$ cat src/rtl/alu_serial_if.sv
`default_nettype none
// +----------------------------------------------------------------------------+
// | Module   : alu_serial_if                                                   |
// | Brief    : Sequencer <-> serial ALU bundle (start/busy/done, operands).    |
// | Revision : 1.0                                                             |
// +----------------------------------------------------------------------------+
interface alu_serial_if #(
   parameter int WIDTH = 16
);
   logic             start;
   logic             m;
   logic [3:0]       s;
   logic             crin;
   logic [WIDTH-1:0] a;
   logic [WIDTH-1:0] b;
   logic             busy;
   logic             done;
   logic [WIDTH-1:0] f;
   logic             crout;
   logic             zero;
   logic             illegal;

   modport master (
      output start, m, s, crin, a, b,
      input  busy, done, f, crout, zero, illegal
   );

   modport slave (
      input  start, m, s, crin, a, b,
      output busy, done, f, crout, zero, illegal
   );
endinterface
`default_nettype wire

$ cat src/rtl/alu_serial.sv
`default_nettype none
// +----------------------------------------------------------------------------+
// | Module   : alu_serial                                                      |
// | Brief    : Slice-serial ALU, SLICE bits per clock, LSB slice first.       |
// | Revision : 1.0                                                             |
// +----------------------------------------------------------------------------+
module alu_serial #(
   parameter int WIDTH = 16,
   parameter int SLICE = 4
) (
   input  wire logic   clk,
   input  wire logic   rst_n,
   alu_serial_if.slave alu_if
);
   localparam int N     = WIDTH / SLICE;
   localparam int CNT_W = (N > 1) ? $clog2(N) : 1;

   if ((WIDTH % SLICE) != 0 || WIDTH < SLICE) begin : g_param_err
      $error("alu_serial: WIDTH must be a non-zero multiple of SLICE");
   end

   typedef enum logic [1:0] {
      ST_IDLE = 2'd0,
      ST_RUN  = 2'd1,
      ST_DONE = 2'd2
   } state_t;

   state_t             state_q;
   logic [WIDTH-1:0]   a_q, b_q, acc_q;
   logic               m_q, carry_q;
   logic [3:0]         s_q;
   logic [CNT_W-1:0]   cnt_q;
   logic               busy_q, done_q, crout_q, zero_q, illegal_q;
   logic [WIDTH-1:0]   f_q;

   logic [SLICE-1:0]   slice_a, slice_b, slice_res;
   logic [SLICE:0]     slice_sum;
   logic               slice_cout, op_legal;
   logic [WIDTH-1:0]   acc_d, f_d;

   always_comb begin
      op_legal = (!m_q && (s_q == 4'h0 || s_q == 4'h6 || s_q == 4'h9)) ||
                 ( m_q && (s_q == 4'h1 || s_q == 4'hA));
   end

   always_comb begin
      slice_a    = a_q[SLICE-1:0];
      slice_b    = b_q[SLICE-1:0];
      slice_sum  = '0;
      slice_res  = '0;
      slice_cout = 1'b0;
      if (!m_q) begin
         case (s_q)
            4'h0:    slice_sum = {1'b0, slice_a} + {{SLICE{1'b0}}, carry_q};
            4'h6:    slice_sum = {1'b0, slice_a} + {1'b0, ~slice_b} + {{SLICE{1'b0}}, carry_q};
            4'h9:    slice_sum = {1'b0, slice_a} + {1'b0, slice_b} + {{SLICE{1'b0}}, carry_q};
            default: slice_sum = '0;
         endcase
         slice_res  = slice_sum[SLICE-1:0];
         slice_cout = slice_sum[SLICE];
      end else begin
         case (s_q)
            4'h1:    slice_res = ~(slice_a | slice_b);
            4'hA:    slice_res = slice_b;
            default: slice_res = '0;
         endcase
      end
   end

   // New slice enters at the top so the LSB slice ends up at bit 0 after N shifts.
   always_comb begin
      acc_d = (acc_q >> SLICE) | (WIDTH'(slice_res) << (WIDTH - SLICE));
      f_d   = op_legal ? acc_d : '0;
   end

   always_ff @(posedge clk or negedge rst_n) begin
      if (!rst_n) begin
         state_q   <= ST_IDLE;
         a_q       <= '0;
         b_q       <= '0;
         acc_q     <= '0;
         m_q       <= 1'b0;
         s_q       <= 4'h0;
         carry_q   <= 1'b0;
         cnt_q     <= '0;
         busy_q    <= 1'b0;
         done_q    <= 1'b0;
         f_q       <= '0;
         crout_q   <= 1'b0;
         zero_q    <= 1'b0;
         illegal_q <= 1'b0;
      end else begin
         case (state_q)
            ST_IDLE, ST_DONE: begin
               done_q <= 1'b0;
               if (alu_if.start) begin
                  a_q     <= alu_if.a;
                  b_q     <= alu_if.b;
                  m_q     <= alu_if.m;
                  s_q     <= alu_if.s;
                  carry_q <= alu_if.crin;
                  acc_q   <= '0;
                  cnt_q   <= '0;
                  busy_q  <= 1'b1;
                  state_q <= ST_RUN;
               end else begin
                  busy_q  <= 1'b0;
                  state_q <= ST_IDLE;
               end
            end
            ST_RUN: begin
               a_q     <= a_q >> SLICE;
               b_q     <= b_q >> SLICE;
               acc_q   <= acc_d;
               carry_q <= slice_cout;
               cnt_q   <= cnt_q + 1'b1;
               if (cnt_q == CNT_W'(N - 1)) begin
                  f_q       <= f_d;
                  crout_q   <= op_legal && !m_q && slice_cout;
                  zero_q    <= (f_d == '0);
                  illegal_q <= !op_legal;
                  busy_q    <= 1'b0;
                  done_q    <= 1'b1;
                  state_q   <= ST_DONE;
               end
            end
            default: begin
               busy_q  <= 1'b0;
               done_q  <= 1'b0;
               state_q <= ST_IDLE;
            end
         endcase
      end
   end

   assign alu_if.busy    = busy_q;
   assign alu_if.done    = done_q;
   assign alu_if.f       = f_q;
   assign alu_if.crout   = crout_q;
   assign alu_if.zero    = zero_q;
   assign alu_if.illegal = illegal_q;
endmodule
`default_nettype wire

$ cat src/flat_wrapper.sv
// flat-port wrapper written by rule: the top's interface ports become plain ports
module alu_serial_flat 
#(
   parameter int WIDTH = 16,
   parameter int SLICE = 4
)
  (clk, rst_n, alu_if_start, alu_if_m, alu_if_s, alu_if_crin, alu_if_a, alu_if_b, alu_if_busy, alu_if_done, alu_if_f, alu_if_crout, alu_if_zero, alu_if_illegal);
  alu_serial_if #(.WIDTH(WIDTH)) alu_if_i ();
  input  wire logic clk;
  input  wire logic rst_n;
  input wire logic [$bits(alu_if_i.start)-1:0] alu_if_start;
  input wire logic [$bits(alu_if_i.m)-1:0] alu_if_m;
  input wire logic [$bits(alu_if_i.s)-1:0] alu_if_s;
  input wire logic [$bits(alu_if_i.crin)-1:0] alu_if_crin;
  input wire logic [$bits(alu_if_i.a)-1:0] alu_if_a;
  input wire logic [$bits(alu_if_i.b)-1:0] alu_if_b;
  output wire logic [$bits(alu_if_i.busy)-1:0] alu_if_busy;
  output wire logic [$bits(alu_if_i.done)-1:0] alu_if_done;
  output wire logic [$bits(alu_if_i.f)-1:0] alu_if_f;
  output wire logic [$bits(alu_if_i.crout)-1:0] alu_if_crout;
  output wire logic [$bits(alu_if_i.zero)-1:0] alu_if_zero;
  output wire logic [$bits(alu_if_i.illegal)-1:0] alu_if_illegal;
  assign alu_if_i.start = alu_if_start;
  assign alu_if_i.m = alu_if_m;
  assign alu_if_i.s = alu_if_s;
  assign alu_if_i.crin = alu_if_crin;
  assign alu_if_i.a = alu_if_a;
  assign alu_if_i.b = alu_if_b;
  assign alu_if_busy = alu_if_i.busy;
  assign alu_if_done = alu_if_i.done;
  assign alu_if_f = alu_if_i.f;
  assign alu_if_crout = alu_if_i.crout;
  assign alu_if_zero = alu_if_i.zero;
  assign alu_if_illegal = alu_if_i.illegal;
  alu_serial #(.WIDTH(WIDTH), .SLICE(SLICE)) u_core (.clk(clk), .rst_n(rst_n), .alu_if(alu_if_i));
endmodule
$ cat config.mk
export PLATFORM = sky130hd
export DESIGN_NAME = alu_serial_flat
export DESIGN_NICKNAME = d
export VERILOG_FILES = /design/src/rtl/alu_serial_if.sv /design/src/rtl/alu_serial.sv /design/src/flat_wrapper.sv
export SDC_FILE = /design/constraint.sdc
export NUM_CORES = 1
export LEC_CHECK = 0
export ABC_AREA = 0
export ABC_CLOCK_PERIOD_IN_PS = 3570
export CAP_MARGIN = 20
export CORE_ASPECT_RATIO = 0.5
export CORE_MARGIN = 3
export CORE_UTILIZATION = 30
export DETAILED_ROUTE_END_ITERATION = 7
export SYNTH_ARGS = -nofsm -noshare
export SYNTH_HDL_FRONTEND = slang
export SYNTH_SLANG_ARGS = --single-unit
$ cat constraint.sdc
create_clock -name clk -period 3.57 [get_ports clk]
set_clock_uncertainty 0.2 [all_clocks]
set_input_delay 0.714 -clock clk [delete_from_list [all_inputs] [get_ports clk]]
set_output_delay 0.714 -clock clk [all_outputs]
set_load 0.05 [all_outputs]
==> run summary, run 1 <==
Yosys warns -> 0
Total gr overflow -> 0
Final hold vios -> 0
Initial antenna violation count -> 0
Tot Pwr -> 4.64 mW
Syn_area_per_cell -> 9.95 µm²
Antenna Cells -> 0
DR vias -> 2909
CP startpoint kind -> register
Post-synth top cells -> 74 x dfrtp_1, 48 x nand2_1, 42 x nor2_1
Adder-Cell Fraction of Synth Area -> 6.65%
Routed wire length -> 8.80 mm
Synth Area in XOR/XNOR -> 0.960%
Fraction of layout cells with a size suffix above 1 -> 8.58%
First-pass GRT wire length -> 14.6 mm
CTS Root Cell -> clkbuf_16
Hold buffers post-CTS -> 0
Detailed Routing Iterations Pass 1 -> 4
Largest net degree at the start of global routing -> 42
Skew-Pair Late Insertion Delay -> 0.34 ns
Die height -> 84.0 µm
DR vias/cell -> 4.93
CTS buffer count -> 9
Floorplan row count -> 27
I/O pins -> 62
CTS tree -> built
Maximum clock path buffer count -> 2
Post-Syn Area -> 3650 µm²
Critical Path AT -> 2.60 ns
Fmax -> 388 MHz
DRC -> 0
Crit Path Max Fanout -> 3
Top cells by area, synth -> dfrtp_1 51%, nand2_1 4.9%, o22ai_1 4.6%
Leak -> 2.02 nW
CORE AREA -> 11400 µm²
RSZ-0062 raised after global routing -> no
Detailed Place HPWL -> 6.28 mm
Compound-Gate Fraction of Synth Area -> 19.3%
Antenna-violating nets left -> 0
Top FF cell, synth -> dfrtp_1
GR Util All Layers -> 13.5%
CTS H-tree lvls -> 3
Design area -> 4730 µm²
CP endpoint kind -> register
RD Place Congestion -> 0.844
Pins Over Slew Limit -> 0
PwrDens -> 979 nW/µm²
Die ar. -> 13600 µm²
Max-cap violation count -> 0
Min Tclk post-route -> 2.57 ns
Clk slew on worst S/H paths -> 0.06 ns
Post-CTS Repair Setup Buffers -> 0
WP data required -> 3.60 ns
Iteration-0 DRC count of the detailed router -> 147
Die W -> 162 µm
Post-Synth Simple-Gate Area -> 16.8%
Status -> finished clean
Endpoints failing setup -> 0
Distinct cells, synth -> 52
Worst hold margin -> 0.257 ns
Max VDD drop -> 0.299 mV
Port buffer count -> 61
EDFF count, synth -> 0
#FFs+latches synth -> 74
Initial core utilization -> 32.0%
Sum Neg Setup Slack -> 0 ns
Cells after Synth -> 367
Hold Path Class -> in -> async
Net count after synthesis -> 425
Ys async rst share -> 100%
Rel. slew slack -> 43.6%
Worst Max-Slew Pin Slew -> 0.843 ns
Largest family of logic cells by synthesized area -> compound AO/OA/AOI/OAI gates
Vias in the first global route -> 2798
Critical path class -> reg -> reg
Period utilization -> 72.1%
Cell taking the most area after synthesis -> dfrtp_1
Clock sinks -> 74
Count leader, synth -> dfrtp_1
# resized after CTS -> 0
Seq/Total Area, Yosys -> 50.7%
NumNets Final -> 484
WL/cell -> 14.9 µm
Multiplexer share of the synthesized area -> 0.891%
Yosys top cell area share -> 50.7%
Placed instance area -> 4430 µm²
P&R area growth vs syn -> 29.6%
[worst paths after layout]
path	from	to	slack (ns)	cells past startpoint
setup reg to reg	u_core.carry_q$_DFFE_PN0P_	u_core.alu_if.f[14]$_DFFE_PN0P_	1.0	7
hold reg to reg	u_core.alu_if.illegal$_DFFE_PN0P_	u_core.alu_if.illegal$_DFFE_PN0P_	0.28	1
max in group asynchronous	rst_n	u_core.a_q[5]$_DFFE_PN0P_	2.22	2
min in group clk	u_core.alu_if.illegal$_DFFE_PN0P_	u_core.alu_if.illegal$_DFFE_PN0P_	0.28	1
setup / recovery	u_core.carry_q$_DFFE_PN0P_	u_core.alu_if.f[14]$_DFFE_PN0P_	1.0	7
hold / removal	rst_n	u_core.alu_if.f[11]$_DFFE_PN0P_	0.26	1
[metrics by stage]
step                      std cells  utilization [%]  worst slack (ns)
after global routing            590             41.5             0.888
after CTS                       590             41.5             0.990
after detailed placement        574             38.8             0.994
after global placement          574             38.8              1.05
after floorplan                 367                -              1.16
final                           590             41.5             0.996
[registers in the layout, summed over array words and instances, names as in the netlist, 2 cells and up]
signal,flops
u_core.acc_q,12
u_core.b_q,16
u_core.cnt_q,2
u_core.state_q,2
u_core.s_q,4
u_core.alu_if.f,16
u_core.a_q,16
[critical path, cell delays in order, from the launching register on]
cell	delay (ns)
dfrtp_1	0.37
inv_1	0.10
fa_1	0.46
fa_1	0.42
a221oi_1	0.29
o22ai_1	0.12
o21a_2	0.23
mux2_2	0.27
[layout make-up]
class	instances	area, µm²
Fill cell	1187	6690
Sequential cell	74	1850
Multi-Input combinational cell	256	1630
Timing Repair Buffer	71	693
Clock buffer	9	225
Tap cell	159	199
Clock inverter	7	82.6
Inverter	14	52.6
[where the power goes]
part / switching (mW) / total (mW) / internal [mW]
clock: 0.386 / 0.940 / 0.553
combinational: 1.27 / 2.15 / 0.882
sequential: 0.350 / 1.54 / 1.19
[cell families (layout without fill, tap and decap cells)]
kind of cell / count (synthesis) / count (layout)
AND/OR/NAND/NOR: 126 / 126
AO/OA/AOI/OAI: 106 / 106
adder cells (fa/ha/maj): 17 / 17
flip-flops: 74 / 74
XOR/XNOR: 4 / 4
multiplexers: 3 / 3
buffers and inverters: 37 / 101
[per-layer routing]
metal	vias up	share of wire [%]	global-route usage [%]
li1	1427	-	-
met1	1422	52	20.1
met2	48	43	18.3
met3	12	4.5	4.36
met4	0	1.3	4.10
met5	-	0	0
[cell usage in the layout, fill, tap and decap left out, types with 3 or more instances in the layout]
cell,instances
xnor2_1,3
fa_1,4
nand4bb_1,3
nor4_1,3
inv_1,13
o21ai_1,15
nand3b_1,4
a22oi_1,3
o21ai_0,8
nand2_1,48
clkdlybuf4s50_1,60
o211ai_1,3
o22ai_1,27
clkbuf_16,9
nor2b_1,4
ha_1,13
nor2_1,41
inv_6,3
dfrtp_1,74
a21oi_1,15
buf_4,9
nand2b_1,3
a22o_1,19
Note: power is estimated with default switching activity, not from simulation.
==> inputs of run 2 (changes only) <==
--- a/config.mk
+++ b/config.mk
@@ -6,7 +6,7 @@
 export NUM_CORES = 1
 export LEC_CHECK = 0
 export ABC_AREA = 0
-export ABC_CLOCK_PERIOD_IN_PS = 3570
+export ABC_CLOCK_PERIOD_IN_PS = 2200
 export CAP_MARGIN = 20
 export CORE_ASPECT_RATIO = 0.5
 export CORE_MARGIN = 3
==> constraint.sdc (replaced) <==
create_clock -name clk -period 2.2 [get_ports clk]
set_clock_uncertainty 0.2 [all_clocks]
set_input_delay 0.44 -clock clk [delete_from_list [all_inputs] [get_ports clk]]
set_output_delay 0.44 -clock clk [all_outputs]
set_load 0.05 [all_outputs]
==> run 2 against run 1 <==
Effect of this change: the flow now finishes with violations (setup timing); cell count rose by 4.7%; clock power rose by 76%; maximum frequency is 7.0% higher; critical path depth unchanged; flip-flop and latch count unchanged; combinational power rose by 94%; design area is 6.4% higher; non-clock buffer count grew 28; first-iteration DRC count increased by 16%; setup slack worse by 1.2 ns; sequential power rose by 56%; power rose by 78%; critical path type unchanged; highest routed layer unchanged.
==> run summary, run 2 (same netlist as run 1, synthesis figures left out) <==
Status -> finished with violations
Failing checks -> setup timing
WL/cell -> 15.1 µm
Antenna Cells -> 0
Initial core utilization -> 32.0%
PwrDens -> 1640 nW/µm²
Max-cap violation count -> 0
CP endpoint kind -> register
Largest net degree at the start of global routing -> 75
DR vias/cell -> 4.86
Clk slew on worst S/H paths -> 0.07 ns
CTS H-tree lvls -> 3
NumNets Final -> 512
Internal power -> 4.76 mW
Tot Pwr -> 8.25 mW
Detailed Routing Iterations Pass 1 -> 4
Comb power frac -> 50.7%
Non-Filler Instances -> 618
Skew-Pair Late Insertion Delay -> 0.34 ns
Critical Path AT -> 2.43 ns
CTS buffer count -> 9
CP startpoint kind -> register
First-pass GRT wire length -> 15.3 mm
Pins Over Slew Limit -> 0
Clk pwr share -> 20.0%
Placed instance area -> 4590 µm²
CTS tree -> built
CORE AREA -> 11400 µm²
Min Tclk post-route -> 2.41 ns
Initial antenna violation count -> 0
WP data required -> 2.22 ns
Die W -> 162 µm
RD Place Congestion -> 0.872
DRC -> 0
Fraction of layout cells with a size suffix above 1 -> 20.5%
Leak -> 2.23 nW
Die ar. -> 13600 µm²
DR WL met3 -> 345 µm
Worst Max-Slew Pin Slew -> 0.601 ns
P&R area growth vs syn -> 37.9%
Iteration-0 DRC count of the detailed router -> 171
Floorplan row count -> 27
Highest metal used -> met4
Rel. slew slack -> 59.8%
Vias in the first global route -> 2968
Net switching power -> 3.49 mW
Final hold vios -> 0
Die height -> 84.0 µm
Wl on met1 -> 4.62 mm
Detailed Place HPWL -> 6.78 mm
DR vias -> 3006
Dpl cells -> 597
Design area -> 5040 µm²
Period utilization -> 109%
GR Util All Layers -> 14.1%
Maximum clock path buffer count -> 2
Total gr overflow -> 0
I/O pins -> 62
Sw Ratio -> 42.3%
Critical path class -> reg -> reg
Clock sinks -> 74
Most frequent cells in the layout -> 74 x dfrtp_1, 49 x clkdlybuf4s50_1, 48 x nand2_1
Hold Path Class -> reg -> reg
Routed wire length -> 9.32 mm
Met2 routed WL -> 4.20 mm
Crit Path Max Fanout -> 3
Final worst slack -> -0.206 ns
Sum Neg Setup Slack -> -0.938 ns
RSZ-0062 raised after global routing -> yes
Antenna-violating nets left -> 0
Commonest non-fill, non-tap cell in the layout -> dfrtp_1
Max VDD drop -> 0.535 mV
Port buffer count -> 61
Endpoints failing setup -> 7
Fmax -> 416 MHz
CTS Root Cell -> clkbuf_16
Worst hold margin -> 0.279 ns
Flop pwr share -> 29.3%
-- run 2: cell types whose count changed in the layout (fill, tap and decap cells not counted), sizes merged --
cell,delta
dlymetal6s2s,+1
clkdlybuf4s50,-11
clkinvlp,-1
dlygate4sd3,+1
bufinv,+1
buf,+37
-- run 2: final timing paths --
path | slack [ns] | to | cells past startpoint | startpoint
setup reg to reg | -0.21 | u_core.alu_if.f[14]$_DFFE_PN0P_ | 7 | u_core.a_q[0]$_DFFE_PN0P_
max in group asynchronous | 1.00 | u_core.s_q[1]$_DFFE_PN0P_ | 3 | rst_n
setup / recovery | -0.21 | u_core.alu_if.f[14]$_DFFE_PN0P_ | 7 | u_core.a_q[0]$_DFFE_PN0P_
hold reg to reg | 0.28 | u_core.alu_if.f[6]$_DFFE_PN0P_ | 2 | u_core.alu_if.f[6]$_DFFE_PN0P_
hold / removal | 0.28 | u_core.alu_if.f[6]$_DFFE_PN0P_ | 2 | u_core.alu_if.f[6]$_DFFE_PN0P_
min in group asynchronous | 0.45 | u_core.a_q[14]$_DFFE_PN0P_ | 3 | rst_n
-- run 2: metal layers --
layer / GRT usage, % / vias up
met2: 21.5 / 51
met1: 19.7 / 1462
met4: 4.33 / 0
li1: - / 1480
met5: 0 / -
met3: 3.57 / 13
-- run 2: metrics by stage --
stage               utilization [%]  setup slack [ns]
global route                   44.1            -0.329
finish                         44.1            -0.206
global placement               40.2            -0.326
floorplan                         -           -0.0665
CTS                            43.5            -0.221
detailed placement             40.2            -0.332
-- run 2: critical path, stage by stage, from the launching register on --
cell and delay (ns):
dfrtp_1 0.36, inv_2 0.07, fa_2 0.40, fa_2 0.38, a221oi_2 0.28, o22ai_1 0.12, o21a_2 0.23, mux2_4 0.26
-- run 2: cell type report --
class	instances	area, µm²
clock buffers	9	225
clock inverters	7	108
fillers	1113	6380
inverters	14	52.6
multi-input cells	256	1720
flip-flops and latches	74	1850
well taps	159	199
repair buffers	99	883
-- run 2: timing repair --
| action | 4_1_cts | 5_1_grt |
|---|---|---|
| setup buffers | 3 | 3 |
| hold buffers | 1 | 0 |
| pin swaps | 7 | 8 |
| endpoints found under the hold margin | 74 | 0 |
| setup endpoints to repair | 8 | 30 |
| gates resized for setup | 10 | 12 |
-- run 2: power by group through the flow --
stage          clock network (mW)  registers (mW)  logic (mW)
2_1_floorplan                   0            2.77        2.26
3_3_place_gp                    0            2.43        3.90
3_5_place_dp                    0            2.43        3.97
4_1_cts                      1.68            2.41        4.07
5_1_grt                      1.74            2.50        4.61
6_report                     1.65            2.41        4.18
